### src/rtl/cache_mem_arbiter_pkg.sv
// Shared definitions for the cache/memory channel arbiter.
//   ch_state_e       : per-channel FSM state encoding
//   DEF_*            : default block parameters
//   idx_bits()       : index width for a count (at least 1 bit)
//   DEF_*_IDX_BITS   : index widths derived from the default consumer/channel counts
package cache_mem_arbiter_pkg;

   typedef enum logic [2:0] {
      IDLE,
      READ_WAITING,
      WRITE_WAITING,
      READ_RELAYING,
      WRITE_RELAYING
   } ch_state_e;

   localparam int DEF_ADDR_BITS     = 8;
   localparam int DEF_DATA_BITS     = 8;
   localparam int DEF_NUM_CONSUMERS = 8;
   localparam int DEF_NUM_CHANNELS  = 2;

   function automatic int idx_bits(input int n);
      return (n > 1) ? $clog2(n) : 1;
   endfunction

   localparam int DEF_CONS_IDX_BITS = idx_bits(DEF_NUM_CONSUMERS);
   localparam int DEF_CHAN_IDX_BITS = idx_bits(DEF_NUM_CHANNELS);

endpackage

### src/rtl/cache_mem_arbiter_if.sv
// Bus bundle between cache ports, the arbiter and the memory channels.
//   consumer_* : per cache port fill (read) and writeback (write) handshakes
//   mem_*      : per memory channel read/write handshakes
// Modports:
//   slave  : the arbiter (answers consumers, drives memory requests)
//   master : the environment (drives consumer requests and memory responses)
interface cache_mem_arbiter_if #(
   parameter int ADDR_BITS     = 8,
   parameter int DATA_BITS     = 8,
   parameter int NUM_CONSUMERS = 8,
   parameter int NUM_CHANNELS  = 2
);
   logic [NUM_CONSUMERS-1:0]                consumer_read_valid;
   logic [NUM_CONSUMERS-1:0][ADDR_BITS-1:0] consumer_read_address;
   logic [NUM_CONSUMERS-1:0]                consumer_read_ready;
   logic [NUM_CONSUMERS-1:0][DATA_BITS-1:0] consumer_read_data;
   logic [NUM_CONSUMERS-1:0]                consumer_write_valid;
   logic [NUM_CONSUMERS-1:0][ADDR_BITS-1:0] consumer_write_address;
   logic [NUM_CONSUMERS-1:0][DATA_BITS-1:0] consumer_write_data;
   logic [NUM_CONSUMERS-1:0]                consumer_write_ready;

   logic [NUM_CHANNELS-1:0]                 mem_read_valid;
   logic [NUM_CHANNELS-1:0][ADDR_BITS-1:0]  mem_read_address;
   logic [NUM_CHANNELS-1:0]                 mem_read_ready;
   logic [NUM_CHANNELS-1:0][DATA_BITS-1:0]  mem_read_data;
   logic [NUM_CHANNELS-1:0]                 mem_write_valid;
   logic [NUM_CHANNELS-1:0][ADDR_BITS-1:0]  mem_write_address;
   logic [NUM_CHANNELS-1:0][DATA_BITS-1:0]  mem_write_data;
   logic [NUM_CHANNELS-1:0]                 mem_write_ready;

   modport slave (
      input  consumer_read_valid, consumer_read_address,
      input  consumer_write_valid, consumer_write_address, consumer_write_data,
      output consumer_read_ready, consumer_read_data, consumer_write_ready,
      output mem_read_valid, mem_read_address,
      output mem_write_valid, mem_write_address, mem_write_data,
      input  mem_read_ready, mem_read_data, mem_write_ready
   );

   modport master (
      output consumer_read_valid, consumer_read_address,
      output consumer_write_valid, consumer_write_address, consumer_write_data,
      input  consumer_read_ready, consumer_read_data, consumer_write_ready,
      input  mem_read_valid, mem_read_address,
      input  mem_write_valid, mem_write_address, mem_write_data,
      output mem_read_ready, mem_read_data, mem_write_ready
   );
endinterface

### src/rtl/cache_mem_arbiter_rr_picker.sv
// Masked priority picker: first set bit of i_req scanning upward from
// i_start, wrapping at N.
//   i_req   : candidate mask
//   i_start : index with highest priority
//   o_grant : one-hot winner
//   o_valid : a winner exists
//   o_idx   : binary index of the winner
module rr_picker #(
   parameter int N     = 8,
   parameter int IDX_W = 3
) (
   input  logic [N-1:0]     i_req,
   input  logic [IDX_W-1:0] i_start,
   output logic [N-1:0]     o_grant,
   output logic             o_valid,
   output logic [IDX_W-1:0] o_idx
);
   logic [IDX_W:0] w_pos;

   always_comb begin
      o_grant = '0;
      o_valid = 1'b0;
      o_idx   = '0;
      w_pos   = '0;
      for (int k = 0; k < N; k++) begin
         w_pos = {1'b0, i_start} + (IDX_W+1)'(k);
         if (w_pos >= (IDX_W+1)'(N)) begin
            w_pos = w_pos - (IDX_W+1)'(N);
         end
         if (!o_valid && i_req[w_pos[IDX_W-1:0]]) begin
            o_valid                   = 1'b1;
            o_grant[w_pos[IDX_W-1:0]] = 1'b1;
            o_idx                     = w_pos[IDX_W-1:0];
         end
      end
   end
endmodule

### src/rtl/cache_mem_arbiter.sv
// Shares NUM_CHANNELS memory channels among NUM_CONSUMERS cache ports.
// Each channel owns at most one consumer at a time and relays one read or
// write transaction; writebacks win over fills from the same consumer.
// Ports:
//   i_clk   : clock
//   i_reset : synchronous active-high reset
//   bus     : cache_mem_arbiter_if.slave (consumer and memory handshakes)
// Build option:
//   CACHE_ARB_ROUND_ROBIN_EN defined   -> round-robin start pointer
//   CACHE_ARB_ROUND_ROBIN_EN undefined -> fixed priority, consumer 0 highest
//
// state          | meaning
// IDLE           | free, may be granted a consumer this cycle
// READ_WAITING   | mem read request out, waiting for mem_read_ready
// WRITE_WAITING  | mem write request out, waiting for mem_write_ready
// READ_RELAYING  | consumer_read_ready high until the owner drops read valid
// WRITE_RELAYING | consumer_write_ready high until the owner drops write valid
module cache_mem_arbiter
   import cache_mem_arbiter_pkg::*;
#(
   parameter int ADDR_BITS     = DEF_ADDR_BITS,
   parameter int DATA_BITS     = DEF_DATA_BITS,
   parameter int NUM_CONSUMERS = DEF_NUM_CONSUMERS,
   parameter int NUM_CHANNELS  = DEF_NUM_CHANNELS
) (
   input  logic               i_clk,
   input  logic               i_reset,
   cache_mem_arbiter_if.slave bus
);
   localparam int IDX_W = idx_bits(NUM_CONSUMERS);

   ch_state_e                r_state      [NUM_CHANNELS];
   ch_state_e                w_state_nxt  [NUM_CHANNELS];
   logic [IDX_W-1:0]         r_owner      [NUM_CHANNELS];
   logic [IDX_W-1:0]         w_owner_nxt  [NUM_CHANNELS];
   logic [ADDR_BITS-1:0]     r_addr       [NUM_CHANNELS];
   logic [ADDR_BITS-1:0]     w_addr_nxt   [NUM_CHANNELS];
   logic [DATA_BITS-1:0]     r_wdata      [NUM_CHANNELS];
   logic [DATA_BITS-1:0]     w_wdata_nxt  [NUM_CHANNELS];
   logic [DATA_BITS-1:0]     r_rdata      [NUM_CHANNELS];
   logic [DATA_BITS-1:0]     w_rdata_nxt  [NUM_CHANNELS];
   logic                     w_pick_vld   [NUM_CHANNELS];
   logic [IDX_W-1:0]         w_pick_idx   [NUM_CHANNELS];
   logic [NUM_CONSUMERS-1:0] w_owned;
   logic [NUM_CONSUMERS-1:0] w_elig;
   logic [IDX_W-1:0]         w_start;

   // An owned consumer stays ineligible through WAITING and RELAYING, so a
   // held read valid behind a writeback is only picked after the write ends.
   always_comb begin
      w_owned = '0;
      for (int c = 0; c < NUM_CHANNELS; c++) begin
         if (r_state[c] != IDLE) begin
            w_owned[r_owner[c]] = 1'b1;
         end
      end
   end

   assign w_elig = (bus.consumer_read_valid | bus.consumer_write_valid) & ~w_owned;

   // Pickers are chained in ascending channel order; each sees only the
   // consumers not already taken by a lower channel this cycle.
   for (genvar c = 0; c < NUM_CHANNELS; c++) begin : g_ch
      logic [NUM_CONSUMERS-1:0] w_avail;
      logic [NUM_CONSUMERS-1:0] w_req;
      logic [NUM_CONSUMERS-1:0] w_gnt;
      logic [NUM_CONSUMERS-1:0] w_left;
      if (c == 0) begin : g_head
         assign w_avail = w_elig;
      end else begin : g_tail
         assign w_avail = g_ch[c-1].w_left;
      end
      assign w_req  = (r_state[c] == IDLE) ? w_avail : '0;
      assign w_left = w_avail & ~w_gnt;
      rr_picker #(.N(NUM_CONSUMERS), .IDX_W(IDX_W)) u_pick (
         .i_req   (w_req),
         .i_start (w_start),
         .o_grant (w_gnt),
         .o_valid (w_pick_vld[c]),
         .o_idx   (w_pick_idx[c])
      );
   end

`ifdef CACHE_ARB_ROUND_ROBIN_EN
   logic [IDX_W-1:0] r_ptr;
   logic [IDX_W-1:0] w_ptr_nxt;

   // Highest channel granted this cycle wins, i.e. the last grant made.
   always_comb begin
      w_ptr_nxt = r_ptr;
      for (int c = 0; c < NUM_CHANNELS; c++) begin
         if (w_pick_vld[c]) begin
            w_ptr_nxt = (w_pick_idx[c] == IDX_W'(NUM_CONSUMERS-1)) ? '0
                        : w_pick_idx[c] + IDX_W'(1);
         end
      end
   end

   always_ff @(posedge i_clk) begin
      if (i_reset) r_ptr <= '0;
      else         r_ptr <= w_ptr_nxt;
   end

   assign w_start = r_ptr;
`else
   assign w_start = '0;
`endif

   always_comb begin
      for (int c = 0; c < NUM_CHANNELS; c++) begin
         w_state_nxt[c] = r_state[c];
         w_owner_nxt[c] = r_owner[c];
         w_addr_nxt[c]  = r_addr[c];
         w_wdata_nxt[c] = r_wdata[c];
         w_rdata_nxt[c] = r_rdata[c];
         case (r_state[c])
            IDLE: begin
               if (w_pick_vld[c]) begin
                  w_owner_nxt[c] = w_pick_idx[c];
                  if (bus.consumer_write_valid[w_pick_idx[c]]) begin
                     w_state_nxt[c] = WRITE_WAITING;
                     w_addr_nxt[c]  = bus.consumer_write_address[w_pick_idx[c]];
                     w_wdata_nxt[c] = bus.consumer_write_data[w_pick_idx[c]];
                  end else begin
                     w_state_nxt[c] = READ_WAITING;
                     w_addr_nxt[c]  = bus.consumer_read_address[w_pick_idx[c]];
                  end
               end
            end
            // A requester that gave up meanwhile gets no ready; the memory
            // transaction is still finished.
            READ_WAITING: begin
               if (bus.mem_read_ready[c]) begin
                  w_rdata_nxt[c] = bus.mem_read_data[c];
                  w_state_nxt[c] = bus.consumer_read_valid[r_owner[c]] ? READ_RELAYING : IDLE;
               end
            end
            WRITE_WAITING: begin
               if (bus.mem_write_ready[c]) begin
                  w_state_nxt[c] = bus.consumer_write_valid[r_owner[c]] ? WRITE_RELAYING : IDLE;
               end
            end
            READ_RELAYING: begin
               if (!bus.consumer_read_valid[r_owner[c]]) w_state_nxt[c] = IDLE;
            end
            WRITE_RELAYING: begin
               if (!bus.consumer_write_valid[r_owner[c]]) w_state_nxt[c] = IDLE;
            end
            default: w_state_nxt[c] = IDLE;
         endcase
      end
   end

   always_ff @(posedge i_clk) begin
      for (int c = 0; c < NUM_CHANNELS; c++) begin
         if (i_reset) begin
            r_state[c] <= IDLE;
            r_owner[c] <= '0;
            r_addr[c]  <= '0;
            r_wdata[c] <= '0;
            r_rdata[c] <= '0;
         end else begin
            r_state[c] <= w_state_nxt[c];
            r_owner[c] <= w_owner_nxt[c];
            r_addr[c]  <= w_addr_nxt[c];
            r_wdata[c] <= w_wdata_nxt[c];
            r_rdata[c] <= w_rdata_nxt[c];
         end
      end
   end

   always_comb begin
      bus.consumer_read_ready  = '0;
      bus.consumer_read_data   = '0;
      bus.consumer_write_ready = '0;
      bus.mem_read_valid       = '0;
      bus.mem_read_address     = '0;
      bus.mem_write_valid      = '0;
      bus.mem_write_address    = '0;
      bus.mem_write_data       = '0;
      for (int c = 0; c < NUM_CHANNELS; c++) begin
         bus.mem_read_valid[c]    = (r_state[c] == READ_WAITING);
         bus.mem_read_address[c]  = r_addr[c];
         bus.mem_write_valid[c]   = (r_state[c] == WRITE_WAITING);
         bus.mem_write_address[c] = r_addr[c];
         bus.mem_write_data[c]    = r_wdata[c];
         if (r_state[c] == READ_RELAYING) begin
            bus.consumer_read_ready[r_owner[c]] = 1'b1;
            bus.consumer_read_data[r_owner[c]]  = r_rdata[c];
         end
         if (r_state[c] == WRITE_RELAYING) begin
            bus.consumer_write_ready[r_owner[c]] = 1'b1;
         end
      end
   end
endmodule

### src/flat_wrapper.sv
// flat-port wrapper written by rule: the top's interface ports become plain ports
module cache_mem_arbiter_flat import cache_mem_arbiter_pkg::*;
#(
   parameter int ADDR_BITS     = DEF_ADDR_BITS,
   parameter int DATA_BITS     = DEF_DATA_BITS,
   parameter int NUM_CONSUMERS = DEF_NUM_CONSUMERS,
   parameter int NUM_CHANNELS  = DEF_NUM_CHANNELS
)
  (i_clk, i_reset, bus_consumer_read_valid, bus_consumer_read_address, bus_consumer_write_valid, bus_consumer_write_address, bus_consumer_write_data, bus_consumer_read_ready, bus_consumer_read_data, bus_consumer_write_ready, bus_mem_read_valid, bus_mem_read_address, bus_mem_write_valid, bus_mem_write_address, bus_mem_write_data, bus_mem_read_ready, bus_mem_read_data, bus_mem_write_ready);
  cache_mem_arbiter_if #(.ADDR_BITS(ADDR_BITS), .DATA_BITS(DATA_BITS), .NUM_CONSUMERS(NUM_CONSUMERS), .NUM_CHANNELS(NUM_CHANNELS)) bus_i ();
  input  logic i_clk;
  input  logic i_reset;
  input wire logic [$bits(bus_i.consumer_read_valid)-1:0] bus_consumer_read_valid;
  input wire logic [$bits(bus_i.consumer_read_address)-1:0] bus_consumer_read_address;
  input wire logic [$bits(bus_i.consumer_write_valid)-1:0] bus_consumer_write_valid;
  input wire logic [$bits(bus_i.consumer_write_address)-1:0] bus_consumer_write_address;
  input wire logic [$bits(bus_i.consumer_write_data)-1:0] bus_consumer_write_data;
  output wire logic [$bits(bus_i.consumer_read_ready)-1:0] bus_consumer_read_ready;
  output wire logic [$bits(bus_i.consumer_read_data)-1:0] bus_consumer_read_data;
  output wire logic [$bits(bus_i.consumer_write_ready)-1:0] bus_consumer_write_ready;
  output wire logic [$bits(bus_i.mem_read_valid)-1:0] bus_mem_read_valid;
  output wire logic [$bits(bus_i.mem_read_address)-1:0] bus_mem_read_address;
  output wire logic [$bits(bus_i.mem_write_valid)-1:0] bus_mem_write_valid;
  output wire logic [$bits(bus_i.mem_write_address)-1:0] bus_mem_write_address;
  output wire logic [$bits(bus_i.mem_write_data)-1:0] bus_mem_write_data;
  input wire logic [$bits(bus_i.mem_read_ready)-1:0] bus_mem_read_ready;
  input wire logic [$bits(bus_i.mem_read_data)-1:0] bus_mem_read_data;
  input wire logic [$bits(bus_i.mem_write_ready)-1:0] bus_mem_write_ready;
  assign bus_i.consumer_read_valid = bus_consumer_read_valid;
  assign bus_i.consumer_read_address = bus_consumer_read_address;
  assign bus_i.consumer_write_valid = bus_consumer_write_valid;
  assign bus_i.consumer_write_address = bus_consumer_write_address;
  assign bus_i.consumer_write_data = bus_consumer_write_data;
  assign bus_consumer_read_ready = bus_i.consumer_read_ready;
  assign bus_consumer_read_data = bus_i.consumer_read_data;
  assign bus_consumer_write_ready = bus_i.consumer_write_ready;
  assign bus_mem_read_valid = bus_i.mem_read_valid;
  assign bus_mem_read_address = bus_i.mem_read_address;
  assign bus_mem_write_valid = bus_i.mem_write_valid;
  assign bus_mem_write_address = bus_i.mem_write_address;
  assign bus_mem_write_data = bus_i.mem_write_data;
  assign bus_i.mem_read_ready = bus_mem_read_ready;
  assign bus_i.mem_read_data = bus_mem_read_data;
  assign bus_i.mem_write_ready = bus_mem_write_ready;
  cache_mem_arbiter #(.ADDR_BITS(ADDR_BITS), .DATA_BITS(DATA_BITS), .NUM_CONSUMERS(NUM_CONSUMERS), .NUM_CHANNELS(NUM_CHANNELS)) u_core (.i_clk(i_clk), .i_reset(i_reset), .bus(bus_i));
endmodule
### config.mk
export PLATFORM = sky130hd
export DESIGN_NAME = cache_mem_arbiter_flat
export DESIGN_NICKNAME = d
export VERILOG_FILES = /design/src/rtl/cache_mem_arbiter_pkg.sv /design/src/rtl/cache_mem_arbiter_if.sv /design/src/rtl/cache_mem_arbiter_rr_picker.sv /design/src/rtl/cache_mem_arbiter.sv /design/src/flat_wrapper.sv
export SDC_FILE = /design/constraint.sdc
export NUM_CORES = 1
export LEC_CHECK = 0
export CORE_MARGIN = 8
export CORE_UTILIZATION = 47
export CTS_BUF_LIST = sky130_fd_sc_hd__clkbuf_4 sky130_fd_sc_hd__clkbuf_8
export DETAILED_ROUTE_END_ITERATION = 16
export PLACE_DENSITY_LB_ADDON = 0.08
export SETUP_SLACK_MARGIN = 0.3
export SLEW_MARGIN = 10
export SYNTH_ARGS = -nofsm -noshare
export SYNTH_HDL_FRONTEND = slang
export SYNTH_HIERARCHICAL = 1
export SYNTH_SLANG_ARGS = --single-unit
### constraint.sdc
create_clock -name i_clk -period 7.4 [get_ports i_clk]
set_input_delay 0.74 -clock i_clk [delete_from_list [all_inputs] [get_ports i_clk]]
set_output_delay 0.74 -clock i_clk [all_outputs]
set_load 0.02 [all_outputs]
==> impl_results.md <==
- Status: completed
- Synth warn: 6
- CP required: roughly 7600 ps
- Final Instance Area: 13400 um2
- Worst Skew: around 9 ps
- Initial antenna violation count: 1
- Unrepaired setup endpoints after global routing: false
- Crit path capture type: flop
- Die W: ~160 um
- Layout cell share with drive strength beyond 1: 0.209
- M1 WL: 14300 um
- Clock tree buffer depth: 2
- DR WL/cell: 25.0 um
- Crit path kind: reg -> reg
- First-pass GRT wire length: 57500 um
- Largest net degree at the start of global routing: 69
- Worst Setup Start Kind: flop
- Worst endpoint data arrival time: 6790 ps
- Gpl congestion: 0.993
- Top layer in use: met4
- Total GRT Usage: 0.298
- VDD IR max: 0.297 mV
- Drt total wl: 37900 um
- Post-CTS setup buffer count: 0
- Lkg Pwr: 4.72 nW
- Worst slew pin tran: between 1000 and 1500 ps
- ANT nets after route: 0
- DRT Pass-1 Iters: 5
- Crit Path Max Fanout: 31
- Power Density: 395 nW/um2
- Final Hold Viols: 0
- Post-CTS sizing: 0
- Met3 wire length: between 3000 and 4000 um
- Clock Pin Slew Worst Setup and Hold Paths: 80 ps
- Area grow syn2layout: 43.0%
- Clock sink total: 60
- H-tree Lvls: 3
- Final Util: 0.686
- Worst hold path type: reg -> reg
- GRT Residual Overflow: 0
- Pre-CTS setup slack: 722 ps
- Core ar.: just under 20000 um2
- Max-cap viol count: 0
- Tcrit/Tclk final: 0.892
- Setup violators final: 0
- Die Y: 157 um
- Initial DRC count: between 700 and 800
- CP most frequent cell: mux2i_1
- Final nets: 1481
- Die Footprint: 24700 um2
- Vias: 9756
- Placed insts: around 1500
- Fin Setup TNS: 0 ps
- Slowest cell on crit path: a211oi_1
- CTS Buf Count: 9
- Syn avg cell area: 10.1 um2
- Max Clk Rate: 0.152 GHz
- WL met2: about 19000 um
- CTS tree: yes
- Worst path cell trace: or3_1 > a211oi_1 > mux4_2 > mux2i_1 > buf_4 > and3_1 > a31oi_1 > mux2i_1 > nor4_1 > buf_4 > mux2i_1 > mux4_2 > nor2b_1 > o22ai_1 > a221oi_1 > o221ai_4 > buf_4 > mux4_2 > mux2i_1 > a211oi_2
- Top Ports: 362
- Residual DRC count: 0
- HPWL after detailed placement: 30700 um
- Post-DR vias/cell: between 6 and 7
- Minimum clock period: 6600 ps
- Core Rows: between 50 and 60
- Mapped cell area: 9360 um2
- Worst Setup Slack, final: 802 ps
- Vias in the first global route: 9890
- Placed Area: 13200 um2
- Max Slew Vio Count: 0
- Worst path max stage delay: about 870 ps
- Starting Density: 0.479
- Clk Latency, worst-skew pair: around 340 ps
- # hold bufs at CTS: 0
- CTS root buf: clkbuf_8
- Post-Layout Cell Count: roughly 1500
- Cells after Synth: 923
- Worst slew margin: 0.322
- Buffers on Ports: 361
-- power breakdown --
part	leakage (nW)	internal, mW	total (mW)	switching [mW]
combinational	4.12	2.12	4.38	2.26
clock	0.110	0.204	0.354	0.150
sequential	0.493	0.420	0.553	0.133
-- worst max-delay path: cells and delay by family (launching register included) --
kind | cells | cell delay [ps]
DFF | 1 | 430
buffers and inverters | 3 | 790
AOI/OAI and AO/OA | 6 | 1780
and+or+nand+nor | 4 | 1410
muxes | 7 | 2020
-- area by class of cell --
class	count	area, um2
multi-input combinational	757	7640
fill	1592	6140
timing repair buffer	400	3930
sequential	60	1200
tap	265	332
clock buffer	11	145
clock inverter	5	83.8
inverter	14	52.6
antenna	3	7.51
-- flip-flops by register name, summed over array words and instances, names as in the netlist --
signal	cells
u_core/r_state	6
u_core/r_rdata	16
u_core/r_addr	16
u_core/r_wdata	16
u_core/r_owner	6
-- final timing paths --
| path | depth (start not counted) | startpoint | slack, ps | end |
|---|---|---|---|---|
| worst max-delay path | 20 | u_core/r_state[0][2]$_SDFFE_PP0P_ | 800 | u_core/r_wdata[1][6]$_SDFFE_PP0P_ |
| worst min register to register | 2 | u_core/r_wdata[0][4]$_SDFFE_PP0P_ | 530 | u_core/r_wdata[0][4]$_SDFFE_PP0P_ |
| worst min-delay path | 2 | u_core/r_wdata[0][4]$_SDFFE_PP0P_ | 530 | u_core/r_wdata[0][4]$_SDFFE_PP0P_ |
| worst max register to register | 20 | u_core/r_state[0][2]$_SDFFE_PP0P_ | 800 | u_core/r_wdata[1][6]$_SDFFE_PP0P_ |
-- layout by cell type (no fill, tap or decap), types with 11 or more instances in the layout --
cell	n
a21oi_1	20
nand3b_1	16
clkdlybuf4s50_1	360
nor2_1	78
dfxtp_1	60
a211oi_2	16
nand3_1	18
o21ai_0	13
mux4_2	127
nor3_1	14
o221ai_1	17
nand2_1	56
mux2_2	14
conb_1	21
nor2b_1	11
mux2i_1	91
buf_4	37
a22o_1	64
-- through the flow --
| step | hold slack [ps] | power, mW |
|---|---|---|
| 2_1_floorplan | 508 | 3.78 |
| 3_3_place_gp | 518 | 4.82 |
| 3_5_place_dp | 521 | 4.87 |
| 4_1_cts | 534 | 5.24 |
| 5_1_grt | 556 | 5.58 |
| 6_report | 530 | 5.28 |
-- routing by layer --
metal  vias to the layer above  global-route usage
met2                       531               0.522
met5                         -                   0
met4                         0               0.110
li1                       4345                   -
met1                      4802               0.352
met3                        78              0.0685
(Power assumes the default switching activity.)
